### src/rtl/bcd_converter.sv
// Sequential binary-to-BCD converter (double-dabble, one bit per clock) with a
// display-stable result register and optional leading-zero blanking.
`timescale 1ns/1ps

module bcd_add3 (
    input  logic [3:0] din,
    output logic [3:0] dout
);
    assign dout = (din >= 4'd5) ? din + 4'd3 : din;
endmodule

module bcd_converter #(
    parameter int WIDTH    = 16,
    parameter int DIGITS   = 5,
    parameter bit BLANK_LZ = 1'b0
) (
    input  logic                  clk,
    input  logic                  rst,
    input  logic                  in_valid,
    output logic                  in_ready,
    input  logic [WIDTH-1:0]      bin,
    output logic [DIGITS*4-1:0]   bcd,
    output logic                  out_valid
);
    localparam int BW = DIGITS * 4;
    localparam int CW = (WIDTH > 1) ? $clog2(WIDTH) : 1;

    typedef enum logic {IDLE, CONV} state_t;

    state_t          state, state_nxt;
    logic [WIDTH-1:0] shift;
    logic [BW-1:0]   work, adj, work_nxt;
    logic [CW-1:0]   cnt;
    logic            accept, done;

    // Zero digits with only zeros above them become 4'hF; digit 0 always shows.
    function automatic logic [BW-1:0] fmt(input logic [BW-1:0] v);
        logic [BW-1:0] r;
        logic          lead;
        r    = v;
        lead = 1'b1;
        if (BLANK_LZ) begin
            for (int k = DIGITS - 1; k > 0; k--) begin
                if (lead && v[4*k +: 4] == 4'd0) r[4*k +: 4] = 4'hF;
                else                             lead = 1'b0;
            end
        end
        return r;
    endfunction

    for (genvar g = 0; g < DIGITS; g++) begin : g_dig
        bcd_add3 u_add3 (.din(work[4*g +: 4]), .dout(adj[4*g +: 4]));
    end

    // Top bit of the adjusted value falls off; unreachable when DIGITS is sized right.
    assign work_nxt = BW'({adj, shift[WIDTH-1]});

    always_ff @(posedge clk or posedge rst) begin
        if (rst) state <= IDLE;
        else     state <= state_nxt;
    end

    always_comb begin
        state_nxt = state;
        in_ready  = 1'b0;
        accept    = 1'b0;
        done      = 1'b0;
        case (state)
            IDLE: begin
                in_ready = 1'b1;
                if (in_valid) begin
                    accept    = 1'b1;
                    state_nxt = CONV;
                end
            end
            CONV: begin
                if (cnt == '0) begin
                    done      = 1'b1;
                    state_nxt = IDLE;
                end
            end
            default: state_nxt = IDLE;
        endcase
    end

    always_ff @(posedge clk or posedge rst) begin
        if (rst) begin
            shift     <= '0;
            work      <= '0;
            cnt       <= '0;
            bcd       <= fmt('0);
            out_valid <= 1'b0;
        end else if (accept) begin
            shift     <= bin;
            work      <= '0;
            cnt       <= CW'(WIDTH - 1);
            out_valid <= 1'b0;
        end else if (state == CONV) begin
            shift <= shift << 1;
            work  <= work_nxt;
            if (done) begin
                bcd       <= fmt(work_nxt);
                out_valid <= 1'b1;
            end else begin
                cnt <= cnt - 1'b1;
            end
        end
    end
endmodule

### config.mk
export PLATFORM = sky130hd
export DESIGN_NAME = bcd_converter
export DESIGN_NICKNAME = d
export VERILOG_FILES = /design/src/rtl/bcd_converter.sv
export SDC_FILE = /design/constraint.sdc
export NUM_CORES = 1
export LEC_CHECK = 0
export ABC_CLOCK_PERIOD_IN_PS = 1800
export BUFFER_PORTS_ARGS = -buffer_cell sky130_fd_sc_hd__buf_4
export CORE_ASPECT_RATIO = 0.6
export CORE_MARGIN = 1.5
export CORE_UTILIZATION = 51
export DETAILED_ROUTE_END_ITERATION = 6
export PLACE_DENSITY = 0.75
export SYNTH_ARGS = -nofsm -noshare
export SYNTH_HDL_FRONTEND = slang
export SYNTH_SLANG_ARGS = --single-unit
export TNS_END_PERCENT = 5
### constraint.sdc
create_clock -name clk -period 1.8 [get_ports clk]
set_input_delay 0.18 -clock clk [delete_from_list [all_inputs] [get_ports clk]]
set_output_delay 0.18 -clock clk [all_outputs]
set_load 0.02 [all_outputs]
==> results.cfg, run 1 <==
[placement]
dp_hpwl_mm = 3.85
gp_congestion = 0.796
numPortBuffers = 40

[worst_setup_path]
r2r_slack_ns = 0.11
critPathKind = flip-flop to flip-flop
crit_required_ns = 2.02
cpMaxStageDelayCell = mux2_1
start_kind = flip-flop
crit_path_max_incr_delay_ns = 0.39
endpoint_kind = flip-flop
worstPathArrival_ns = 1.91
path_cells = inv_1, ha_1, nor2b_4, nand3_4, mux2_1
cp_max_fo = 16

[logic_synthesis]
synth_cells = 287
yosysWarnings = 0
synth.avg_cell_area_sq_um = 10.4
synth_area_sq_um = 2990
synth_edf_count = 0
ys_ff_latch = 62
syn-num-nets = 318
async_flop_share = 1.00
ys_seq_area_frac = 0.520
synth_cell_types = 27
synthFlopType = dfrtp_1

[cells_and_area]
fillCellCount = 469
multi_input_area_sq_um = 1310
num_antenna_cells = 0
seq_area_sq_um = 1550
nets = 362
area_growth_pct = 21.0
drive_above_1_share = 0.232

[clock_tree]
numCtsBuffers = 9
path_clk_slew_ns = 0.07
cts_sinks = 62
worstSkewPairLatency_ns = 0.34
cts_buffer_depth = 2
post_cts_buffers = 0
cts_root_buf = clkbuf_8
cts_tree = yes
htreeDepth = 3

[global_routing]
grt_pass1_wl_mm = 10.2
overflow = 0
gr-usage-all-layers = 0.209
grt_pass1_vias = 2184
antenna_found_initial = 0
grt_max_degree = 63

[timing]
min_period_ns = 1.69
rsz0062_at_grt = false
fmax_ghz = 0.591
finClkSkew_ns = 0.0101
relSlewSlack = 0.382
slew_violations = 0
fin_crit_sh = 0.940
hold_violations = 0
tightestPinTransition_ns = 0.924
hold-worst-slack_ns = 0.0983
tns_ns = 0
setup_violations = 0

[routing]
ant_nets = 0
wl_per_cell_microns = 14.2
dr.pass1.iters = 4
drt-initial-drc-count = 177
finalWirelength_mm = 5.92
viasPerCell = 5.24
route.vias.total = 2181
drc = 0

[floorplanning]
die_area_sq_um = 6340
fp.coreArea_sq_um = 5600
fp.dieH_microns = 62.3
rows = 21
start_util = 0.533
io_pins = 41
die_w_microns = 102

[status]
status = completed

[power_and_ir_drop]
powerDensity_nw_per_um2 = 1920
ir_drop_uv = 979
switching_power_mw = 2.77
p_seq_frac = 0.358
cellLeakagePower_nw = 1.76
comb_power_share = 0.460
p_clk_frac = 0.182
internal_power_mw = 4.16
swShare = 0.399

[job]
max_cap_viol_count = 0

[worst_hold_path]
min_path_type = input pin to flip-flop
routing by layer:
| metal | part of all wire | GRT usage | wire [microns] | up-vias |
|---|---|---|---|---|
| met3 | 0.056 | 0.0777 | 331 | 7 |
| met4 | 0.010 | 0.0573 | 59 | 0 |
| met5 | 0 | 0 | 0 | - |
| met2 | 0.44 | 0.312 | 2610 | 48 |
| li1 | - | - | - | 1081 |
| met1 | 0.49 | 0.288 | 2930 | 1045 |
cell type report:
type / instances / share of cell area
Clock inverter: 5 / 0.0159
Tap cell: 80 / 0.0277
Sequential cell: 62 / 0.430
Inverter: 18 / 0.0187
Timing Repair Buffer: 46 / 0.103
Clock buffer: 11 / 0.0419
Multi-Input combinational cell: 194 / 0.363
cell usage after synthesis (all sizes together), types with 2 or more instances:
cell    instances  share of area
dfrtp          62           0.52
o21ai          40          0.067
nand2          32          0.040
mux2i          20          0.067
a21oi          19          0.033
inv            18          0.023
ha             12          0.050
buf            10          0.019
mux2           10          0.038
nand3           8          0.018
nor2            8          0.010
a21o            7          0.018
a22o            7          0.021
nor3            6          0.010
nor3b           6          0.015
nand2b          5          0.010
xnor2           5          0.015
clkbuf          4         0.0050
and2            3         0.0063
o31ai           2         0.0050
kinds of logic after synthesis:
logic type / after synthesis / share of synthesized area
multiplexers: 30 / 0.105
buffers and inverters: 32 / 0.0465
XOR/XNOR: 5 / 0.0147
adder cells (fa/ha/maj): 12 / 0.0503
AO/OA/AOI/OAI: 76 / 0.148
AND/OR/NAND/NOR: 70 / 0.117
flip-flops: 62 / 0.520
power groups by stage:
stage	clock network, mW	registers [mW]	logic (mW)
after detailed placement	0	2.48	3.15
final	1.26	2.48	3.19
after global placement	0	2.47	3.03
after CTS	1.29	2.47	3.17
after floorplan	0	2.65	2.05
after global routing	1.37	2.56	3.60
critical path: cells and delay by family, from the launching register on:
kind                       cells  cell delay [ns]
adders and majority gates      1             0.19
buffers and inverters          1             0.11
DFF                            1             0.38
muxes                          1             0.39
and+or+nand+nor                2             0.51
worst paths after layout:
path | start | endpoint | cells past startpoint
hold reg to reg | shift[7] | shift[8] | 2
min in group asynchronous | rst | bcd[1] | 4
setup / recovery | cnt[0] | bcd[0] | 5
max in group asynchronous | rst | shift[8] | 4
setup reg to reg | cnt[0] | bcd[0] | 5
hold / removal | bin[0] | shift[0] | 3
registers in the layout (all words and copies together) (netlist names):
signal and cells:
shift 16, work 20, bcd 20, out_valid 1, cnt 4, state 1
repair_timing:
| action | CTS | global route |
|---|---|---|
| endpoints found under the setup margin | 0 | 11 |
| endpoints found under the hold margin | 62 | 0 |
| resized for setup | 0 | 2 |
| hold buffers | 1 | 0 |
stage by stage:
step	cell area, sq um	utilization	power (mW)	setup slack, ns	cells
final	3610	0.645	6.93	0.108	416
after global routing	3610	0.645	7.53	0.0256	416
after CTS	3600	0.643	6.93	0.0459	415
after detailed placement	3380	0.603	5.63	0.0619	398
after global placement	3380	0.603	5.50	0.112	398
after floorplan	2990	-	4.69	0.0786	287
placed cells by master (no fill, tap or decap), types with 8 or more instances in the layout:
| cell | count |
|---|---|
| clkbuf_8 | 11 |
| nand2_1 | 32 |
| buf_4 | 43 |
| nor2_1 | 8 |
| mux2_2 | 9 |
| mux2i_1 | 20 |
| o21ai_0 | 40 |
| ha_1 | 11 |
| inv_1 | 17 |
| dfrtp_1 | 62 |
| a21oi_1 | 17 |
No activity file was read; power rests on OpenSTA's default activity.
==> run 2, diff against run 1 <==
--- a/config.mk
+++ b/config.mk
@@ -5,7 +5,7 @@
 export SDC_FILE = /design/constraint.sdc
 export NUM_CORES = 1
 export LEC_CHECK = 0
-export ABC_CLOCK_PERIOD_IN_PS = 1800
+export ABC_CLOCK_PERIOD_IN_PS = 1360
 export BUFFER_PORTS_ARGS = -buffer_cell sky130_fd_sc_hd__buf_4
 export CORE_ASPECT_RATIO = 0.6
 export CORE_MARGIN = 1.5
==> constraint.sdc (replaced) <==
create_clock -name clk -period 1.36 [get_ports clk]
set_input_delay 0.136 -clock clk [delete_from_list [all_inputs] [get_ports clk]]
set_output_delay 0.136 -clock clk [all_outputs]
set_load 0.02 [all_outputs]
==> run 2 against run 1 <==
  * The flow now finishes with violations (negative setup slack)
  * Total power is 57% higher
  * Sequential share of layout area decreased by 5.6 points
  * Clock power increased by 25%
  * Fmax rose by 12%
  * First-iteration DRC count grew 14%
  * Critical path depth up 1
  * Sequential cell count is the same
  * Largest cell class unchanged
  * Highest routed layer unchanged
==> results.cfg, run 2 (synthesized netlist as in run 1, its figures left out) <==
[timing]
fmax_ghz = 0.664
tightestPinTransition_ns = 0.549
setup_violations = 35
finClkSkew_ns = 0.00890
relSlewSlack = 0.634
worst_slack_ns = -0.145
fin_crit_sh = 1.11
slew_violations = 0
rsz0062_at_grt = true
min_period_ns = 1.51
tns_ns = -3.02
hold_violations = 0

[power_and_ir_drop]
ir_drop_uv = 1230
powerDensity_nw_per_um2 = 2630
cellLeakagePower_nw = 2.00
comb_power_share = 0.549
swShare = 0.397
p_clk_frac = 0.144
p_seq_frac = 0.308
switching_power_mw = 4.33
internal_power_mw = 6.57

[cells_and_area]
fillCellCount = 373
num_antenna_cells = 0
area_growth_pct = 39.0
final_common_cell = buf_4
most-common-layout-cells = buf_4, dfrtp_1, o21ai_0
stdcell_area_sq_um = 4150
drive_above_1_share = 0.412
nets = 401
top_regs = bcd: 20 flops, work: 20 flops, shift: 16 flops

[worst_hold_path]
hold_end = shift[0]
hold_path_depth = 3
min_from = bin[0]
min_path_type = input pin to flip-flop

[clock_tree]
cts_root_buf = clkbuf_8
cts_sinks = 62
path_clk_slew_ns = 0.06
cts_buffer_depth = 2
cts_tree = yes
worstSkewPairLatency_ns = 0.34
numCtsBuffers = 9
htreeDepth = 3

[routing]
drc = 0
dr.pass1.iters = 4
finalWirelength_mm = 7.09
drt-initial-drc-count = 202
wl_per_cell_microns = 15.6
viasPerCell = 5.29
route.vias.total = 2400
ant_nets = 0

[worst_setup_path]
start_kind = flip-flop
endpoint_kind = flip-flop
r2r_cells = 6
r2r_slack_ns = -0.15
reg2reg_to = bcd[5]
worstPathArrival_ns = 1.72
reg2reg_from = cnt[0]
cp_max_fo = 4
critPathKind = flip-flop to flip-flop
crit_required_ns = 1.58

[placement]
dp_hpwl_mm = 4.51
gp_congestion = 0.837
numPortBuffers = 40
postPlaceCellArea_sq_um = 3610
dp_slack_ns = -0.225

[floorplanning]
start_util = 0.533
die_w_microns = 102
die_area_sq_um = 6340
fp.dieH_microns = 62.3
io_pins = 41
fp.coreArea_sq_um = 5600
rows = 21

[global_routing]
antenna_found_initial = 0
overflow = 0
grt_pass1_wl_mm = 11.7
grt_pass1_vias = 2424
gr-usage-all-layers = 0.247
grt_max_degree = 34

[status]
status = finished with violations
violations = negative setup slack

[job]
max_cap_viol_count = 0
==> run 2: metrics by stage <==
stage	utilization	cells	power, mW	hold slack (ns)
floorplan	-	287	6.21	0.255
CTS	0.728	453	10.5	0.0436
global placement	0.645	427	7.85	0.170
global route	0.742	454	11.7	0.0422
finish	0.742	454	10.9	0.0661
detailed placement	0.645	427	8.07	0.174
==> run 2: worst max-delay path, cell delays in order (launching register included) <==
cell and delay (ns):
dfrtp_1 0.40, inv_2 0.09, ha_4 0.14, nor2b_4 0.21, nand3_4 0.13, buf_12 0.16, mux2_2 0.27
==> run 2: routing by layer <==
| metal | global-route usage | share of wire | up-vias |
|---|---|---|---|
| met1 | 0.329 | 0.48 | 1177 |
| met4 | 0.0503 | 0.0021 | 0 |
| met3 | 0.0878 | 0.043 | 2 |
| met5 | 0 | 0 | - |
| met2 | 0.393 | 0.48 | 55 |
| li1 | - | - | 1166 |
==> run 2: power by group through the flow <==
| stage | combinational (mW) | clock, mW | sequential [mW] |
|---|---|---|---|
| after detailed placement | 4.80 | 0 | 3.26 |
| after global routing | 6.50 | 1.69 | 3.47 |
| after CTS | 5.63 | 1.60 | 3.31 |
| after floorplan | 2.71 | 0 | 3.50 |
| after global placement | 4.63 | 0 | 3.22 |
| final | 5.98 | 1.57 | 3.36 |
==> run 2: area by class of cell <==
cell class                      instances  area, sq um  share of cell area
Inverter                               18         73.8              0.0178
Timing Repair Buffer                   85          733               0.177
Clock buffer                           11          141              0.0341
Sequential cell                        62         1550               0.374
Tap cell                               80          100              0.0241
Multi-Input combinational cell        194         1500               0.362
Clock inverter                          4         47.5              0.0115
==> run 2: worst max path at each step <==
stage	startpoint	endpoint	slack, ns	cells after the start
3_3_place_gp	work[16]	bcd[18]	-0.17	5
3_5_place_dp	work[16]	bcd[18]	-0.22	5
2_1_floorplan	work[0]	work[2]	-0.17	6
4_1_cts	cnt[1]	bcd[5]	-0.14	6
5_1_grt	cnt[0]	bcd[5]	-0.20	6
6_report	cnt[0]	bcd[5]	-0.15	6
==> run 2: repair_timing <==
item	in CTS	in global routing
gates cloned	2	0
endpoints found under the hold margin	17	0
gates resized for setup	49	25
hold buffers	1	0
endpoints found under the setup margin	42	42
buffers inserted	8	1
pin swaps	13	4
==> run 3, diff against run 2 <==
--- a/config.mk
+++ b/config.mk
@@ -7,9 +7,11 @@
 export LEC_CHECK = 0
 export ABC_CLOCK_PERIOD_IN_PS = 1360
 export BUFFER_PORTS_ARGS = -buffer_cell sky130_fd_sc_hd__buf_4
+export CELL_PAD_IN_SITES_DETAIL_PLACEMENT = 0
+export CELL_PAD_IN_SITES_GLOBAL_PLACEMENT = 1
 export CORE_ASPECT_RATIO = 0.6
 export CORE_MARGIN = 1.5
-export CORE_UTILIZATION = 51
+export CORE_UTILIZATION = 40
 export DETAILED_ROUTE_END_ITERATION = 6
 export PLACE_DENSITY = 0.75
 export SYNTH_ARGS = -nofsm -noshare
==> run 3 against run 2 <==
  * The run still ends with negative setup slack left
  * Count of clock-buffer cells in the layout up 1
  * First-iteration DRC count down 55%
  * Die area up 26%
  * Worst setup slack better by 0.041 ns
  * Critical path depth unchanged
  * Largest cell class unchanged
==> results.cfg, run 3 (synthesized netlist as in run 1, its figures left out) <==
[status]
status = finished with violations
violations = negative setup slack

[floorplanning]
rows = 24
die_w_microns = 115
die_area_sq_um = 8010
start_util = 0.413
fp.coreArea_sq_um = 7240
io_pins = 41
fp.dieH_microns = 69.9

[cells_and_area]
most-common-layout-cells = buf_4, dfrtp_1, nand2_1
drive_above_1_share = 0.402
nets = 394
num_antenna_cells = 0
fin_cells = 472
stdcell_area_sq_um = 4230
area_growth_pct = 41.6
final_common_cell = buf_4
top_regs = bcd: 20 flops, work: 20 flops, shift: 16 flops

[power_and_ir_drop]
ir_drop_uv = 1290
switching_power_mw = 4.23
internal_power_mw = 7.12
p_seq_frac = 0.296
powerDensity_nw_per_um2 = 2680
cellLeakagePower_nw = 2.01
comb_power_share = 0.502
p_clk_frac = 0.202
swShare = 0.372

[global_routing]
overflow = 0
grt_pass1_wl_mm = 10.7
grt_max_degree = 63
gr-usage-all-layers = 0.178
grt_pass1_vias = 2220
antenna_found_initial = 0

[timing]
worst_slack_ns = -0.104
hold_violations = 0
min_period_ns = 1.46
fmax_ghz = 0.683
finClkSkew_ns = 0.00278
tns_ns = -1.07
relSlewSlack = 0.744
tightestPinTransition_ns = 0.381
rsz0062_at_grt = true
hold-worst-slack_ns = 0.0408
fin_crit_sh = 1.08
slew_violations = 0
setup_violations = 20

[clock_tree]
worstSkewPairLatency_ns = 0.33
path_clk_slew_ns = 0.05
htreeDepth = 3
cts_root_buf = clkbuf_16
cts_buffer_depth = 2
cts_sinks = 62
numCtsBuffers = 9
cts_tree = yes

[worst_setup_path]
reg2reg_to = bcd[14]
r2r_slack_ns = -0.10
crit_end = bcd[14]
crit_required_ns = 1.58
cpLargestDelayFamily = flip-flops
start_kind = flip-flop
reg2reg_from = cnt[1]
critPathLaunch = cnt[1]
endpoint_kind = flip-flop
critPathBufInv = 2
cp_max_fo = 6
crit_path_max_incr_delay_ns = 0.38
cp.depth = 6
critPathKind = flip-flop to flip-flop
cpMaxStageDelayCell = dfrtp_1
worstPathArrival_ns = 1.68
r2r_cells = 6
path_cells = inv_2, ha_4, nor2b_4, nand3_4, buf_12, mux2_4

[routing]
wl_per_cell_microns = 13.8
dr.pass1.iters = 4
route.vias.total = 2238
ant_nets = 0
finalWirelength_mm = 6.51
drt-initial-drc-count = 90
viasPerCell = 4.74
drc = 0

[worst_hold_path]
hold_path_depth = 2
min_path_type = input pin to flip-flop

[placement]
dp.cells = 452
numPortBuffers = 40
gp_congestion = 0.770
dp_hpwl_mm = 4.25
postPlaceCellArea_sq_um = 3620

[job]
max_cap_viol_count = 0
-- run 3: power by group through the flow --
stage	Clock (mW)	Combinational, mW	Sequential (mW)
floorplan	0	2.71	3.50
global placement	0	4.58	3.26
detailed placement	0	4.70	3.28
CTS	2.35	5.26	3.33
global route	2.43	6.31	3.48
finish	2.29	5.70	3.36
-- run 3: worst min path at each step --
stage | startpoint | end
5_1_grt | in_valid | work[0]
2_1_floorplan | rst | bcd[0]
3_3_place_gp | rst | work[14]
6_report | in_valid | work[0]
3_5_place_dp | rst | work[14]
4_1_cts | in_valid | work[0]
-- run 3: area by class of cell --
type	instances	area, sq um
clock buffer	12	256
clock inverter	4	45.0
fill	619	3010
inverter	18	71.3
multi-input combinational	193	1520
sequential	62	1550
tap	104	130
timing repair buffer	79	652
-- run 3: layer usage --
layer	share of wire	wire length, microns	GRT usage	vias to the layer above
met2	0.43	2770	0.250	36
li1	-	-	-	1145
met3	0.049	319	0.0833	9
met5	0	0	0	-
met4	0.012	80	0.0500	0
met1	0.51	3340	0.247	1048
-- run 3: what timing repair did --
action                                 in CTS  in global routing
buffers inserted                            3                  0
setup endpoints to repair                  35                 41
hold buffers                                1                  0
endpoints found under the hold margin      62                  0
pin swaps                                  13                  5
gates resized for setup                    37                 36
-- run 3: through the flow --
| step | worst slack [ns] | power [mW] | util |
|---|---|---|---|
| after CTS | -0.108 | 10.9 | 0.568 |
| final | -0.104 | 11.3 | 0.584 |
| after floorplan | -0.167 | 6.21 | - |
| after global routing | -0.169 | 12.2 | 0.584 |
| after global placement | -0.174 | 7.84 | 0.501 |
| after detailed placement | -0.199 | 7.98 | 0.501 |
